File: config.mk
export PLATFORM = sky130hd
export DESIGN_NAME = flight_cmd_ctrl_flat
export DESIGN_NICKNAME = d
export VERILOG_FILES = /design/src/rtl/flight_cmd_pkg.sv /design/src/rtl/flight_cmd_ctrl_if.sv /design/src/rtl/flight_cmd_ctrl_sat_timer.sv /design/src/rtl/flight_cmd_ctrl.sv /design/src/flat_wrapper.sv
export SDC_FILE = /design/constraint.sdc
export NUM_CORES = 1
export LEC_CHECK = 0
export BUFFER_PORTS_ARGS = -buffer_cell sky130_fd_sc_hd__buf_2
export CORE_MARGIN = 8
export CORE_UTILIZATION = 58
export CTS_CLUSTER_DIAMETER = 150
export DETAILED_ROUTE_END_ITERATION = 6
export GPL_TIMING_DRIVEN = 0
export HOLD_SLACK_MARGIN = 0.06
export PLACE_DENSITY = 0.83
export SYNTH_ARGS = -nofsm -noshare
export SYNTH_HDL_FRONTEND = slang
export SYNTH_HIERARCHICAL = 1
export SYNTH_SLANG_ARGS = --single-unit
File: constraint.sdc
create_clock -name clk -period 4.47 [get_ports clk]
set_clock_uncertainty 0.1 [all_clocks]
set_input_delay 0.447 -clock clk [delete_from_list [all_inputs] [get_ports clk]]
set_output_delay 0.447 -clock clk [all_outputs]
set_load 0.05 [all_outputs]
File: src/rtl/flight_cmd_pkg.sv
// Shared opcodes, FSM states and constants for the flight command sequencer.
// Build option: define CMD_WDOG_EN to enable the command watchdog in flight_cmd_ctrl.
package flight_cmd_pkg;

    localparam int         SPINUP_W_DEF = 26;
    localparam int         WDOG_W       = 26;
    localparam logic [7:0] POS_ACK      = 8'hA5;

    typedef enum logic [7:0] {
        REQ_BATT  = 8'd1,
        SET_PTCH  = 8'd2,
        SET_ROLL  = 8'd3,
        SET_YAW   = 8'd4,
        SET_THRST = 8'd5,
        CALIBRATE = 8'd6,
        EMER_LAND = 8'd7,
        MTRS_OFF  = 8'd8
    } cmd_t;

    typedef enum logic [2:0] {
        IDLE,
        BATT,
        SPINUP,
        CAL,
        ACK,
        WAIT_SENT
    } state_t;

endpackage

File: src/rtl/flight_cmd_ctrl_if.sv
// Command/response link between the UART receiver/transmitter and the sequencer.
// master = UART side, slave = flight_cmd_ctrl.
interface flight_cmd_ctrl_if;

    logic        cmd_rdy;
    logic [7:0]  cmd;
    logic [15:0] data;
    logic        clr_cmd_rdy;
    logic [7:0]  resp;
    logic        send_resp;
    logic        resp_sent;

    modport master (
        output cmd_rdy,
        output cmd,
        output data,
        output resp_sent,
        input  clr_cmd_rdy,
        input  resp,
        input  send_resp
    );

    modport slave (
        input  cmd_rdy,
        input  cmd,
        input  data,
        input  resp_sent,
        output clr_cmd_rdy,
        output resp,
        output send_resp
    );

endinterface

File: src/rtl/flight_cmd_ctrl_sat_timer.sv
// Clearable saturating up-counter with an all-ones flag.
// Used for the motor spin-up delay and the command watchdog.
module sat_timer #(
    parameter int W = 26
) (
    input  logic clk,
    input  logic rst_n,
    input  logic clr,
    input  logic en,
    output logic full
);

    logic [W-1:0] cnt_q;

    assign full = &cnt_q;

    always_ff @(posedge clk or negedge rst_n) begin
        if (!rst_n) begin
            cnt_q <= '0;
        end else if (clr) begin
            cnt_q <= '0;
        end else if (en && !full) begin
            cnt_q <= cnt_q + 1'b1;
        end
    end

endmodule

File: src/rtl/flight_cmd_ctrl.sv
// Flight command sequencer: decodes UART commands into setpoints, calibration and battery reads.
// Build option: define CMD_WDOG_EN for a 26-bit command watchdog that zeroes the setpoints.
module flight_cmd_ctrl
    import flight_cmd_pkg::*;
#(
    parameter int SPINUP_W = SPINUP_W_DEF
) (
    input  logic                clk,
    input  logic                rst_n,
    flight_cmd_ctrl_if.slave    link,
    input  logic [7:0]          batt,
    output logic                strt_cnv,
    input  logic                cnv_cmplt,
    input  logic                cal_done,
    output logic                strt_cal,
    output logic                inertial_cal,
    output logic                motors_off,
    output logic signed [15:0]  d_ptch,
    output logic signed [15:0]  d_roll,
    output logic signed [15:0]  d_yaw,
    output logic [8:0]          thrst
);

    state_t state_q, state_d;
    cmd_t   op;
    logic   consume;
    logic   spin_clr;
    logic   spin_full;
    logic   wdog_fire;
    logic   send_q;
    logic [7:0] resp_q;

    assign op               = cmd_t'(link.cmd);
    assign link.clr_cmd_rdy = consume;
    assign link.send_resp   = send_q;
    assign link.resp        = resp_q;
    assign spin_clr         = consume && (op == CALIBRATE);

    sat_timer #(.W(SPINUP_W)) u_spinup (
        .clk   (clk),
        .rst_n (rst_n),
        .clr   (spin_clr),
        .en    (state_q == SPINUP),
        .full  (spin_full)
    );

`ifdef CMD_WDOG_EN
    // Any consumed command restarts it; it then sits at all-ones until the next one.
    sat_timer #(.W(WDOG_W)) u_wdog (
        .clk   (clk),
        .rst_n (rst_n),
        .clr   (consume),
        .en    (1'b1),
        .full  (wdog_fire)
    );
`else
    assign wdog_fire = 1'b0;
`endif

    always_ff @(posedge clk or negedge rst_n) begin
        if (!rst_n) begin
            state_q <= IDLE;
        end else begin
            state_q <= state_d;
        end
    end

    always_comb begin
        state_d  = state_q;
        consume  = 1'b0;
        strt_cnv = 1'b0;
        strt_cal = 1'b0;
        unique case (state_q)
            IDLE: begin
                if (link.cmd_rdy) begin
                    consume = 1'b1;
                    unique case (op)
                        REQ_BATT: begin
                            strt_cnv = 1'b1;
                            state_d  = BATT;
                        end
                        CALIBRATE: state_d = SPINUP;
                        default:   state_d = ACK;
                    endcase
                end
            end
            BATT: begin
                if (cnv_cmplt) begin
                    state_d = WAIT_SENT;
                end
            end
            SPINUP: begin
                if (spin_full) begin
                    strt_cal = 1'b1;
                    state_d  = CAL;
                end
            end
            CAL: begin
                if (cal_done) begin
                    state_d = ACK;
                end
            end
            ACK: state_d = WAIT_SENT;
            WAIT_SENT: begin
                if (link.resp_sent) begin
                    state_d = IDLE;
                end
            end
            default: state_d = IDLE;
        endcase
    end

    // Response byte and the level outputs are registered so they never glitch.
    always_ff @(posedge clk or negedge rst_n) begin
        if (!rst_n) begin
            send_q       <= 1'b0;
            resp_q       <= 8'h00;
            inertial_cal <= 1'b0;
            motors_off   <= 1'b1;
        end else begin
            send_q <= 1'b0;
            if (state_q == ACK) begin
                resp_q <= POS_ACK;
                send_q <= 1'b1;
            end
            if (state_q == BATT && cnv_cmplt) begin
                resp_q <= batt;
                send_q <= 1'b1;
            end
            if (strt_cal) begin
                inertial_cal <= 1'b1;
            end
            if (state_q == CAL && cal_done) begin
                inertial_cal <= 1'b0;
            end
            if (consume) begin
                unique case (op)
                    CALIBRATE: motors_off <= 1'b0;
                    MTRS_OFF:  motors_off <= 1'b1;
                    default:   motors_off <= motors_off;
                endcase
            end
        end
    end

    always_ff @(posedge clk or negedge rst_n) begin
        if (!rst_n) begin
            d_ptch <= '0;
            d_roll <= '0;
            d_yaw  <= '0;
            thrst  <= '0;
        end else if (consume) begin
            unique case (op)
                SET_PTCH:  d_ptch <= link.data;
                SET_ROLL:  d_roll <= link.data;
                SET_YAW:   d_yaw  <= link.data;
                SET_THRST: thrst  <= link.data[8:0];
                EMER_LAND: begin
                    d_ptch <= '0;
                    d_roll <= '0;
                    d_yaw  <= '0;
                    thrst  <= '0;
                end
                default: begin
                    d_ptch <= d_ptch;
                end
            endcase
        end else if (wdog_fire) begin
            d_ptch <= '0;
            d_roll <= '0;
            d_yaw  <= '0;
            thrst  <= '0;
        end
    end

endmodule
File: src/flat_wrapper.sv
// flat-port wrapper written by rule: the top's interface ports become plain ports
module flight_cmd_ctrl_flat import flight_cmd_pkg::*;
#(
    parameter int SPINUP_W = SPINUP_W_DEF
)
  (clk, rst_n, batt, strt_cnv, cnv_cmplt, cal_done, strt_cal, inertial_cal, motors_off, d_ptch, d_roll, d_yaw, thrst, link_cmd_rdy, link_cmd, link_data, link_resp_sent, link_clr_cmd_rdy, link_resp, link_send_resp);
  flight_cmd_ctrl_if link_i ();
  input  logic clk;
  input  logic rst_n;
  input  logic [7:0] batt;
  output logic strt_cnv;
  input  logic cnv_cmplt;
  input  logic cal_done;
  output logic strt_cal;
  output logic inertial_cal;
  output logic motors_off;
  output logic signed [15:0] d_ptch;
  output logic signed [15:0] d_roll;
  output logic signed [15:0] d_yaw;
  output logic [8:0] thrst;
  input wire logic [$bits(link_i.cmd_rdy)-1:0] link_cmd_rdy;
  input wire logic [$bits(link_i.cmd)-1:0] link_cmd;
  input wire logic [$bits(link_i.data)-1:0] link_data;
  input wire logic [$bits(link_i.resp_sent)-1:0] link_resp_sent;
  output wire logic [$bits(link_i.clr_cmd_rdy)-1:0] link_clr_cmd_rdy;
  output wire logic [$bits(link_i.resp)-1:0] link_resp;
  output wire logic [$bits(link_i.send_resp)-1:0] link_send_resp;
  assign link_i.cmd_rdy = link_cmd_rdy;
  assign link_i.cmd = link_cmd;
  assign link_i.data = link_data;
  assign link_i.resp_sent = link_resp_sent;
  assign link_clr_cmd_rdy = link_i.clr_cmd_rdy;
  assign link_resp = link_i.resp;
  assign link_send_resp = link_i.send_resp;
  flight_cmd_ctrl #(.SPINUP_W(SPINUP_W)) u_core (.clk(clk), .rst_n(rst_n), .link(link_i), .batt(batt), .strt_cnv(strt_cnv), .cnv_cmplt(cnv_cmplt), .cal_done(cal_done), .strt_cal(strt_cal), .inertial_cal(inertial_cal), .motors_off(motors_off), .d_ptch(d_ptch), .d_roll(d_roll), .d_yaw(d_yaw), .thrst(thrst));
endmodule
==> impl_metrics.json, run 1 <==
{
  "remaining_drc_errors": 0,
  "postSynthAreaPerCell_um2": 11.8,
  "route.vias.total": 3710,
  "fp.coreArea_mm2": 0.00805,
  "seq_area_frac_synth_pct": 51.6,
  "power_leakage_nw": 2.78,
  "nNetsFinal": 554,
  "portBuffers": 105,
  "post-cts-setup-buffers": 0,
  "cp-end-kind": "flip-flop",
  "place_hpwl_mm": 8.39,
  "max_cap_violations": 0,
  "power.density_cell_area_mw_per_mm2": 401,
  "arrival_ns": 3.32,
  "antenna_found_initial": 0,
  "path_clk_slew_ns": 0.10,
  "wl_mm": 11.8,
  "tritoncts": "yes",
  "die_area_mm2": 0.0112,
  "gr-total-overflow": 0,
  "tritoncts.num_buffers": 9,
  "grt_pass1_wl_mm": 19.0,
  "synth_cell_type_count": 59,
  "viasPerCell": 5.94,
  "die_width_um": 106,
  "number_of_enable_flip_flop_cells_after_synthesis": 0,
  "crit_path_start_kind": "flip-flop",
  "grt_setup_unrepaired": "false",
  "post_synth_instance_area_mm2": 0.00470,
  "hold_ws_ns": 0.259,
  "start_util_pct": 58.4,
  "dominantRegCellSynth": "dfrtp_1",
  "num-fill-cells": 580,
  "area_overhead_vs_synth_pct": 19.0,
  "final_util_pct": 69.5,
  "clock_path_buffers": 2,
  "clock-root-buffer": "clkbuf_8",
  "min_period_ns": 3.13,
  "worstSkewPairLatency_ns": 0.37,
  "detail_route.wl_per_cell_um": 18.8,
  "layout-drive-gt1-share_pct": 38.3,
  "worstPathRequired_ns": 4.66,
  "first_iter_violations": 226,
  "report.power.total_w": 0.00225,
  "syn-instance-count": 397,
  "firstDrtPassIters": 4,
  "synth.yosys.warnings": 6,
  "net-switching-power_w": 0.000860,
  "die_h_um": 106,
  "cellInternalPower_w": 0.00139,
  "hold_crit_class": "in -> reg",
  "seqPwrFrac_pct": 45.2,
  "fin_tns_setup_ns": 0,
  "clkPwrFrac_pct": 25.5,
  "diodes": 0,
  "ctsHtreeMaxLevel": 3,
  "pin_count": 109,
  "mappedNetlistNets": 436,
  "sink_count_of_the_clock_tree": 97,
  "ys_ff_latch": 97,
  "finalWeightedCongestion": 0.878,
  "cp_max_fo": 10,
  "status": "completed",
  "global_route.usage.total_pct": 21.0,
  "critPathKind": "reg -> reg",
  "hold_buffers": 1,
  "r2r_cells": 8,
  "worst_hold_path.num_cells": 3,
  "final-setup-viol-count": 0,
  "timing.fmax_mhz": 320,
  "maxSlewHeadroom_pct": 48.2,
  "finalMaxSlewViolations": 0,
  "comb_power_share_pct": 29.3,
  "timing_hold_violations_final": 0,
  "swShare_pct": 38.3,
  "post_cts_resized": 0,
  "finalCritPeriodShare_pct": 70.0,
  "via_count_of_the_first_global_routing_pass": 3798,
  "timing_worst_slew_pin_value_ns": 0.771,
  "postRouteAntennaNets": 0,
  "max-vdd-ir-drop_mv": 0.244,
  "grt_max_degree": 62,
  "ys_async_sr_fraction_pct": 100,
  "std_cell_rows": 33
}
## sequential cells by signal, indices dropped and copies added, names as in the netlist
| signal | count |
|---|---|
| u_core/u_spinup/cnt_q | 26 |
| u_core/d_ptch | 16 |
| u_core/d_roll | 16 |
| u_core/d_yaw | 16 |
| u_core/thrst | 9 |
| u_core/link.resp | 8 |
| u_core/state_q | 3 |
| u_core/inertial_cal | 1 |
| u_core/link.send_resp | 1 |
| u_core/motors_off | 1 |
## path summary, 6_finish.rpt
path / slack (ns) / from / endpoint
max in group asynchronous: 3.10 / rst_n / u_core/motors_off
max: 1.34 / u_core/state_q[1] / u_core/u_spinup/cnt_q[18]
min in group asynchronous: 0.48 / rst_n / u_core/link.resp[1]
min: 0.26 / link_cmd_rdy / u_core/state_q[0]
max reg2reg: 1.34 / u_core/state_q[1] / u_core/u_spinup/cnt_q[18]
min reg2reg: 0.39 / u_core/motors_off / u_core/motors_off
## metrics by stage
step | setup WS [ns] | std cells | instance area (µm²)
4_1_cts | 1.41 | 625 | 5600
3_3_place_gp | 1.39 | 607 | 5360
6_report | 1.34 | 625 | 5600
2_1_floorplan | 2.01 | 397 | 4700
5_1_grt | 1.08 | 625 | 5600
3_5_place_dp | 1.37 | 608 | 5390
## cell usage after synthesis, types with 3 or more instances
| cell | instances | area [µm²] |
|---|---|---|
| nand3_1 | 12 | 60.1 |
| xor2_1 | 12 | 105 |
| nand4_1 | 14 | 87.6 |
| xnor2_1 | 6 | 52.6 |
| a21oi_1 | 16 | 80.1 |
| a211oi_1 | 4 | 30.0 |
| mux2_2 | 47 | 529 |
| nand2b_1 | 3 | 18.8 |
| nand2_1 | 9 | 33.8 |
| nand3b_1 | 3 | 22.5 |
| a2bb2oi_1 | 4 | 35.0 |
| o2bb2ai_1 | 4 | 35.0 |
| clkbuf_1 | 13 | 48.8 |
| o22ai_1 | 4 | 25.0 |
| o21ai_0 | 9 | 45.0 |
| and3_1 | 4 | 25.0 |
| or3_1 | 7 | 43.8 |
| o2111ai_1 | 4 | 35.0 |
| nor4_2 | 3 | 37.5 |
| mux2_4 | 10 | 150 |
| nor3_1 | 6 | 30.0 |
| inv_1 | 7 | 26.3 |
| nor2_1 | 27 | 101 |
| or4_4 | 3 | 33.8 |
| o211ai_1 | 4 | 30.0 |
| nor2b_1 | 9 | 56.3 |
| o21a_1 | 16 | 120 |
| dfrtp_1 | 96 | 2400 |
## logic make-up after synthesis
| family | after synthesis | synth area share, % |
|---|---|---|
| AND/OR/NAND/NOR | 119 | 15.4 |
| flip-flops | 97 | 51.6 |
| AO/OA/AOI/OAI | 79 | 12.1 |
| multiplexers | 58 | 14.7 |
| buffers and inverters | 25 | 2.66 |
| XOR/XNOR | 18 | 3.35 |
| adder cells (fa/ha/maj) | 1 | 0.266 |
## layer usage
metal / vias up / routed length (µm) / share of wire, % / track usage [%]
li1: 1718 / - / - / -
met5: - / 0 / 0 / 0
met3: 19 / 931 / 7.9 / 7.62
met4: 0 / 195 / 1.7 / 7.34
met2: 136 / 5670 / 48 / 33.4
met1: 1837 / 4960 / 42 / 25.8
## placed cells by master (no fill, tap or decap), drive strengths merged, types with 3 or more instances in the layout
| cell type | synthesis | layout |
|---|---|---|
| o2111ai | 4 | 4 |
| a21oi | 16 | 16 |
| o211ai | 4 | 4 |
| o22ai | 4 | 4 |
| nand3 | 12 | 12 |
| inv | 7 | 11 |
| nand3b | 3 | 3 |
| dfrtp | 96 | 96 |
| a2bb2oi | 4 | 4 |
| xnor2 | 6 | 6 |
| nor2b | 9 | 9 |
| or3 | 7 | 7 |
| buf | 4 | 110 |
| nand2b | 3 | 3 |
| xor2 | 12 | 12 |
| nand2 | 9 | 9 |
| mux2 | 57 | 57 |
| and4 | 3 | 3 |
| nor3 | 8 | 8 |
| o2bb2ai | 4 | 4 |
| clkinv | 1 | 3 |
| o21ai | 9 | 9 |
| or4 | 5 | 5 |
| nor2 | 27 | 27 |
| nand4 | 16 | 16 |
| o21a | 16 | 16 |
| and3 | 4 | 4 |
| nor4 | 5 | 5 |
| a211oi | 4 | 4 |
| clkbuf | 13 | 23 |
## layout make-up
cell class	count	area, µm²	area share (%)
Tap cell	105	131	2.35
Timing Repair Buffer	107	566	10.1
Clock buffer	10	138	2.46
Inverter	8	30.0	0.537
Sequential cell	97	2430	43.4
Multi-Input combinational cell	275	2150	38.4
Buffer	17	95.1	1.70
Clock inverter	6	57.6	1.03
## power groups by stage
stage	Sequential (W)	Combinational (W)	Clock, W
floorplan	0.00123	0.000277	0
global placement	0.00103	0.000633	0
detailed placement	0.00103	0.000654	0
CTS	0.00101	0.000657	0.000580
global route	0.00103	0.000702	0.000612
finish	0.00102	0.000658	0.000572
## worst max-delay path, stage by stage (launching register included)
cell	delay [ns]
dfrtp_1	0.42
clkbuf_1	0.35
inv_1	0.16
nor3_1	0.50
nand3_1	0.27
nor3_2	0.48
nand3_1	0.26
or3_1	0.36
a21oi_1	0.14
Note: power is estimated with default switching activity, not from simulation.
==> inputs of run 2 (changes only) <==
--- a/config.mk
+++ b/config.mk
@@ -7,12 +7,12 @@
 export LEC_CHECK = 0
 export BUFFER_PORTS_ARGS = -buffer_cell sky130_fd_sc_hd__buf_2
 export CORE_MARGIN = 8
-export CORE_UTILIZATION = 58
+export CORE_UTILIZATION = 49
 export CTS_CLUSTER_DIAMETER = 150
 export DETAILED_ROUTE_END_ITERATION = 6
 export GPL_TIMING_DRIVEN = 0
 export HOLD_SLACK_MARGIN = 0.06
-export PLACE_DENSITY = 0.83
+export PLACE_DENSITY = 0.75
 export SYNTH_ARGS = -nofsm -noshare
 export SYNTH_HDL_FRONTEND = slang
 export SYNTH_HIERARCHICAL = 1
==> constraint.sdc (replaced) <==
create_clock -name clk -period 2.57 [get_ports clk]
set_clock_uncertainty 0.1 [all_clocks]
set_input_delay 0.257 -clock clk [delete_from_list [all_inputs] [get_ports clk]]
set_output_delay 0.257 -clock clk [all_outputs]
set_load 0.05 [all_outputs]
==> run 2 against run 1 <==
Effect of this change:
- cell area increased by 3.7%
- clock power increased by 110%
- critical endpoint is now strt_cal
- cell count increased by 5.0%
- sequential cell count unchanged
- sequential power increased by 73%
- total power is 83% higher
- critical path type is now reg -> out
- global-route usage is 2.7 points lower
- core utilization is 7.0 points lower
- sequential share of layout area shrank 1.5 points
==> impl_metrics.json, run 2 (same netlist as run 1, synthesis figures left out) <==
{
  "status": "completed",
  "grt_pass1_wl_mm": 19.1,
  "hold_crit_class": "in -> reg",
  "sink_count_of_the_clock_tree": 97,
  "layout-drive-gt1-share_pct": 42.1,
  "top_signal_layer_used": "met4",
  "tritoncts.num_buffers": 9,
  "power_leakage_nw": 2.86,
  "fp.coreArea_mm2": 0.00928,
  "timing.fmax_mhz": 405,
  "arrival_ns": 2.11,
  "fin_tns_setup_ns": 0,
  "comb_power_share_pct": 28.1,
  "gr-total-overflow": 0,
  "first_iter_violations": 169,
  "place_hpwl_mm": 8.37,
  "min_period_ns": 2.47,
  "portBuffers": 105,
  "net-switching-power_w": 0.00144,
  "wl_mm": 11.6,
  "route.vias.total": 3657,
  "worst_hold_path.num_cells": 3,
  "diodes": 0,
  "max-vdd-ir-drop_mv": 0.347,
  "area_overhead_vs_synth_pct": 23.4,
  "crit-reg2reg-launch": "u_core/state_q[2]",
  "antenna_found_initial": 0,
  "m1WireLength_mm": 5.14,
  "grt_setup_unrepaired": "false",
  "die_width_um": 114,
  "std_cell_rows": 35,
  "ctsHtreeMaxLevel": 3,
  "viasPerCell": 5.57,
  "multi_input_area_mm2": 0.00221,
  "num-fill-cells": 784,
  "finalMaxSlewViolations": 0,
  "firstDrtPassIters": 4,
  "seqPwrFrac_pct": 42.9,
  "timing_worst_slew_pin_value_ns": 0.783,
  "cp-end-kind": "output pin",
  "path_clk_slew_ns": 0.09,
  "crit_path_start_kind": "flip-flop",
  "hold_path_startpoint": "link_cmd_rdy",
  "die_h_um": 114,
  "remaining_drc_errors": 0,
  "placed_cells": 632,
  "finalWeightedCongestion": 0.845,
  "stdcell_count": 656,
  "cellInternalPower_w": 0.00267,
  "global_route.usage.total_pct": 18.3,
  "tritoncts": "yes",
  "clock_path_buffers": 2,
  "postRouteAntennaNets": 0,
  "critical_path_start": "u_core/u_spinup/cnt_q[22]",
  "report.power.total_w": 0.00411,
  "worstPathRequired_ns": 2.21,
  "max_cap_violations": 0,
  "most-common-layout-cells": "104 x buf_2, 93 x dfrtp_1, 47 x mux2_2",
  "largest_register_ffs": 26,
  "finalCritPeriodShare_pct": 96.0,
  "die_area_mm2": 0.0130,
  "r2r_cells": 8,
  "power.density_cell_area_mw_per_mm2": 708,
  "pin_count": 109,
  "clock-root-buffer": "clkbuf_8",
  "maxSlewHeadroom_pct": 47.4,
  "worst-r2r-setup-slack_ns": 0.16,
  "detailroute.wirelength.met3_um": 912,
  "grt_max_degree": 65,
  "timing_hold_violations_final": 0,
  "commonest_non_fill_non_tap_cell_in_the_layout": "buf_2",
  "start_util_pct": 50.7,
  "largest_register": "u_core/u_spinup/cnt_q",
  "critPathKind": "reg -> out",
  "met2RoutedLength_mm": 5.38,
  "worstSkewPairLatency_ns": 0.36,
  "clkPwrFrac_pct": 29.0,
  "reg2reg_to": "u_core/u_spinup/cnt_q[13]",
  "detail_route.wl_per_cell_um": 17.7,
  "sequential_cell_area_mm2": 0.00243,
  "via_count_of_the_first_global_routing_pass": 3765,
  "nNetsFinal": 561,
  "final-setup-viol-count": 0,
  "swShare_pct": 35.1,
  "timing.hold.worst_endpoint": "u_core/state_q[0]",
  "cp_max_fo": 5
}
-- run 2: changes by cell type in the layout (fill, tap and decap cells not counted), sizes merged --
cell | before | now
bufinv | 0 | 3
clkinvlp | 0 | 2
clkinv | 3 | 1
buf | 110 | 117
inv | 11 | 8
-- run 2: layout make-up --
class	count	area share [%]
Clock buffer	10	2.20
Buffer	17	1.83
Tap cell	129	2.78
Multi-Input combinational cell	275	38.0
Sequential cell	97	41.9
Timing Repair Buffer	114	10.8
Inverter	8	0.518
Clock inverter	6	1.96
-- run 2: worst max-delay path, cell delays in order, from the launching register on --
cell and delay, ns:
dfrtp_1 0.44, nand4_2 0.19, or4_4 0.61, nor2_4 0.14, and3_1 0.20, buf_6 0.17
-- run 2: how the worst max path moves through the flow --
| stage | end | slack (ns) | cells past startpoint |
|---|---|---|---|
| detailed placement | u_core/u_spinup/cnt_q[18] | -0.54 | 8 |
| finish | strt_cal | 0.10 | 5 |
| global route | u_core/u_spinup/cnt_q[13] | 0.01 | 9 |
| CTS | u_core/u_spinup/cnt_q[18] | -0.01 | 8 |
| global placement | u_core/u_spinup/cnt_q[23] | -0.43 | 8 |
| floorplan | u_core/u_spinup/cnt_q[23] | 0.11 | 8 |
-- run 2: power groups by stage --
stage / clock network, W / registers (W) / logic (W)
after floorplan: 0 / 0.00214 / 0.000483
after global placement: 0 / 0.00178 / 0.00110
after detailed placement: 0 / 0.00179 / 0.00113
after CTS: 0.00122 / 0.00176 / 0.00114
after global routing: 0.00127 / 0.00179 / 0.00124
final: 0.00119 / 0.00176 / 0.00115
-- run 2: through the flow --
stage	area, µm²	hold WS, ns	util, %	setup slack, ns
after detailed placement	5420	0.141	58.4	-0.538
after floorplan	4700	-0.139	-	0.108
after global placement	5390	0.377	58.1	-0.433
after global routing	5800	0.0644	62.5	0.00986
final	5800	0.0696	62.5	0.104
after CTS	5720	0.0604	61.6	-0.00953
-- run 2: per-layer routing --
metal,vias to the layer above,global-route usage [%]
li1,1727,-
met1,1811,22.9
met2,106,28.3
met3,13,7.55
met4,0,5.59
met5,-,0
-- run 2: timing repair --
| item | CTS | global route |
|---|---|---|
| pin swaps | 1 | 3 |
| gates resized for setup | 9 | 20 |
| cloned | 0 | 0 |
| buffers inserted | 3 | 4 |
| hold buffers | 1 | 0 |
| endpoints found under the hold margin | 33 | 0 |
| endpoints found under the setup margin | 45 | 31 |
==> inputs of run 3 (changes only) <==
--- a/config.mk
+++ b/config.mk
@@ -6,13 +6,15 @@
 export NUM_CORES = 1
 export LEC_CHECK = 0
 export BUFFER_PORTS_ARGS = -buffer_cell sky130_fd_sc_hd__buf_2
+export CELL_PAD_IN_SITES_DETAIL_PLACEMENT = 1
+export CELL_PAD_IN_SITES_GLOBAL_PLACEMENT = 1
 export CORE_MARGIN = 8
-export CORE_UTILIZATION = 49
+export CORE_UTILIZATION = 38
 export CTS_CLUSTER_DIAMETER = 150
 export DETAILED_ROUTE_END_ITERATION = 6
 export GPL_TIMING_DRIVEN = 0
 export HOLD_SLACK_MARGIN = 0.06
-export PLACE_DENSITY = 0.75
+export PLACE_DENSITY_LB_ADDON = 0.12
 export SYNTH_ARGS = -nofsm -noshare
 export SYNTH_HDL_FRONTEND = slang
 export SYNTH_HIERARCHICAL = 1
==> run 3 against run 2 <==
Effect of this change:
- clock power is 15% higher
- global-route usage is 1.6 points lower
- wire length is 14% higher
- maximum frequency is 0.22% higher
- first-iteration DRC count is 10% higher
- sequential share of layout area is 1.0 points lower
- setup slack better by 0.0054 ns
- sequential power hardly changed
- critical path depth is 1 higher
- via count is 0.25% lower
- combinational power hardly changed
- non-clock buffer count is 4 higher
==> impl_metrics.json, run 3 (same netlist as run 1, synthesis figures left out) <==
{
  "status": "completed",
  "tritoncts": "yes",
  "die_width_um": 127,
  "placed_cells": 671,
  "critical-path-slowest-cell": "or4_4",
  "clock-root-buffer": "clkbuf_16",
  "arrival_ns": 2.10,
  "globalRouteMet1Util_pct": 19.4,
  "timing.hold.worst_endpoint": "u_core/state_q[0]",
  "gr-total-overflow": 0,
  "path_clk_slew_ns": 0.07,
  "finalMaxSlewViolations": 0,
  "stdcell_count": 699,
  "max-vdd-ir-drop_mv": 0.483,
  "ctsHtreeMaxLevel": 3,
  "layout-drive-gt1-share_pct": 41.8,
  "die_h_um": 127,
  "reg2reg_to": "u_core/d_roll[14]",
  "cp-end-kind": "output pin",
  "hold_crit_class": "in -> reg",
  "place_hpwl_mm": 9.70,
  "area_overhead_vs_synth_pct": 26.3,
  "hold_ws_ns": 0.100,
  "largest_register": "u_core/u_spinup/cnt_q",
  "grt.met2_usage_pct": 27.1,
  "pin_count": 109,
  "grt_max_degree": 63,
  "crit-reg2reg-launch": "u_core/state_q[0]",
  "max_cap_violations": 0,
  "remaining_drc_errors": 0,
  "timing_worst_slew_pin_value_ns": 0.799,
  "die_area_mm2": 0.0162,
  "start_util_pct": 39.0,
  "route.vias.total": 3648,
  "timing.critical_path.cells": "ha_2 > nand3_1 > or4_4 > nor2_4 > and3_1 > buf_6",
  "worst_hold_path.num_cells": 3,
  "final-setup-viol-count": 0,
  "antenna_found_initial": 0,
  "r2r_cells": 5,
  "portBuffers": 105,
  "firstDrtPassIters": 4,
  "worstSkewPairLatency_ns": 0.35,
  "groute.layer.met3.usage_pct": 8.61,
  "fp.coreArea_mm2": 0.0121,
  "nNetsFinal": 565,
  "timing.fmax_mhz": 406,
  "wl_mm": 13.2,
  "grt_most_used_layer": "met2",
  "commonest_non_fill_non_tap_cell_in_the_layout": "buf_2",
  "timing_hold_violations_final": 0,
  "diodes": 0,
  "largest_stage_delay_on_the_critical_path_ns": 0.45,
  "critPathKind": "reg -> out",
  "power_leakage_nw": 2.91,
  "detail_route.wl_per_cell_um": 18.9,
  "sink_count_of_the_clock_tree": 97,
  "std_cell_rows": 40,
  "power.density_cell_area_mw_per_mm2": 726,
  "grt_setup_unrepaired": "false",
  "cp_max_fo": 4,
  "first_iter_violations": 186,
  "worstPathRequired_ns": 2.21,
  "via_count_of_the_first_global_routing_pass": 4006,
  "final_util_pct": 49.2,
  "grt_pass1_wl_mm": 21.4,
  "postRouteAntennaNets": 0,
  "most-common-layout-cells": "104 x buf_2, 95 x dfrtp_1, 47 x mux2_2",
  "finalWeightedCongestion": 0.764,
  "finalCritPeriodShare_pct": 95.8,
  "tritoncts.num_buffers": 9,
  "clock_path_buffers": 2,
  "maxSlewHeadroom_pct": 46.3,
  "viasPerCell": 5.22,
  "worst-r2r-setup-slack_ns": 0.14,
  "largest_register_ffs": 26,
  "hold_path_startpoint": "link_cmd_rdy",
  "min_period_ns": 2.46,
  "crit_path_start_kind": "flip-flop",
  "fin_tns_setup_ns": 0,
  "global_route.usage.total_pct": 16.7
}
[run 3: worst max-delay path by stage]
stage / cells after the start / slack (ns) / endpoint / startpoint
6_report: 6 / 0.11 / strt_cal / u_core/u_spinup/cnt_q[0]
5_1_grt: 6 / 0.006 / strt_cal / u_core/u_spinup/cnt_q[0]
4_1_cts: 6 / 0.002 / strt_cal / u_core/u_spinup/cnt_q[0]
3_5_place_dp: 8 / -0.56 / u_core/u_spinup/cnt_q[18] / u_core/state_q[1]
3_3_place_gp: 8 / -0.53 / u_core/u_spinup/cnt_q[18] / u_core/state_q[1]
2_1_floorplan: 8 / 0.11 / u_core/u_spinup/cnt_q[23] / u_core/state_q[1]
[run 3: worst max-delay path, delay by kind of cell, from the launching register on]
| family | cells | cell delay [ns] |
|---|---|---|
| and+or+nand+nor | 4 | 0.95 |
| DFF | 1 | 0.39 |
| adders and majority gates | 1 | 0.24 |
| buffers and inverters | 1 | 0.17 |
[run 3: timing repair]
item / in CTS / in global routing
hold endpoints to repair: 35 / 0
pin swaps: 2 / 2
buffers inserted: 4 / 7
resized for setup: 12 / 15
endpoints found under the setup margin: 49 / 34
hold buffers: 1 / 0
[run 3: cell type report]
cell class,count,area (µm²)
multi-input cells,275,2210
inverters,8,30.0
clock inverters,5,63.8
repair buffers,118,654
well taps,168,210
clock buffers,11,233
fillers,1344,6120
plain buffers,17,106
flip-flops and latches,97,2430
[run 3: metrics by stage]
step                cell area, µm²  power (W)  setup WS, ns
floorplan                     4700    0.00262         0.108
global placement              5440    0.00292        -0.535
detailed placement            5470    0.00295        -0.557
CTS                           5850    0.00437       0.00205
global route                  5940    0.00451       0.00650
finish                        5940    0.00431         0.109
[run 3: power breakdown]
group          switching (W)  internal (W)  leakage (nW)
registers           0.000115       0.00166          1.19
clock network       0.000601      0.000766         0.146
logic               0.000814      0.000355          1.58
[run 3: routing by layer]
layer | up-vias | share of wire, %
met5 | - | 0
met4 | 0 | 0.79
met3 | 7 | 9.2
met2 | 79 | 48
met1 | 1828 | 42
li1 | 1734 | -
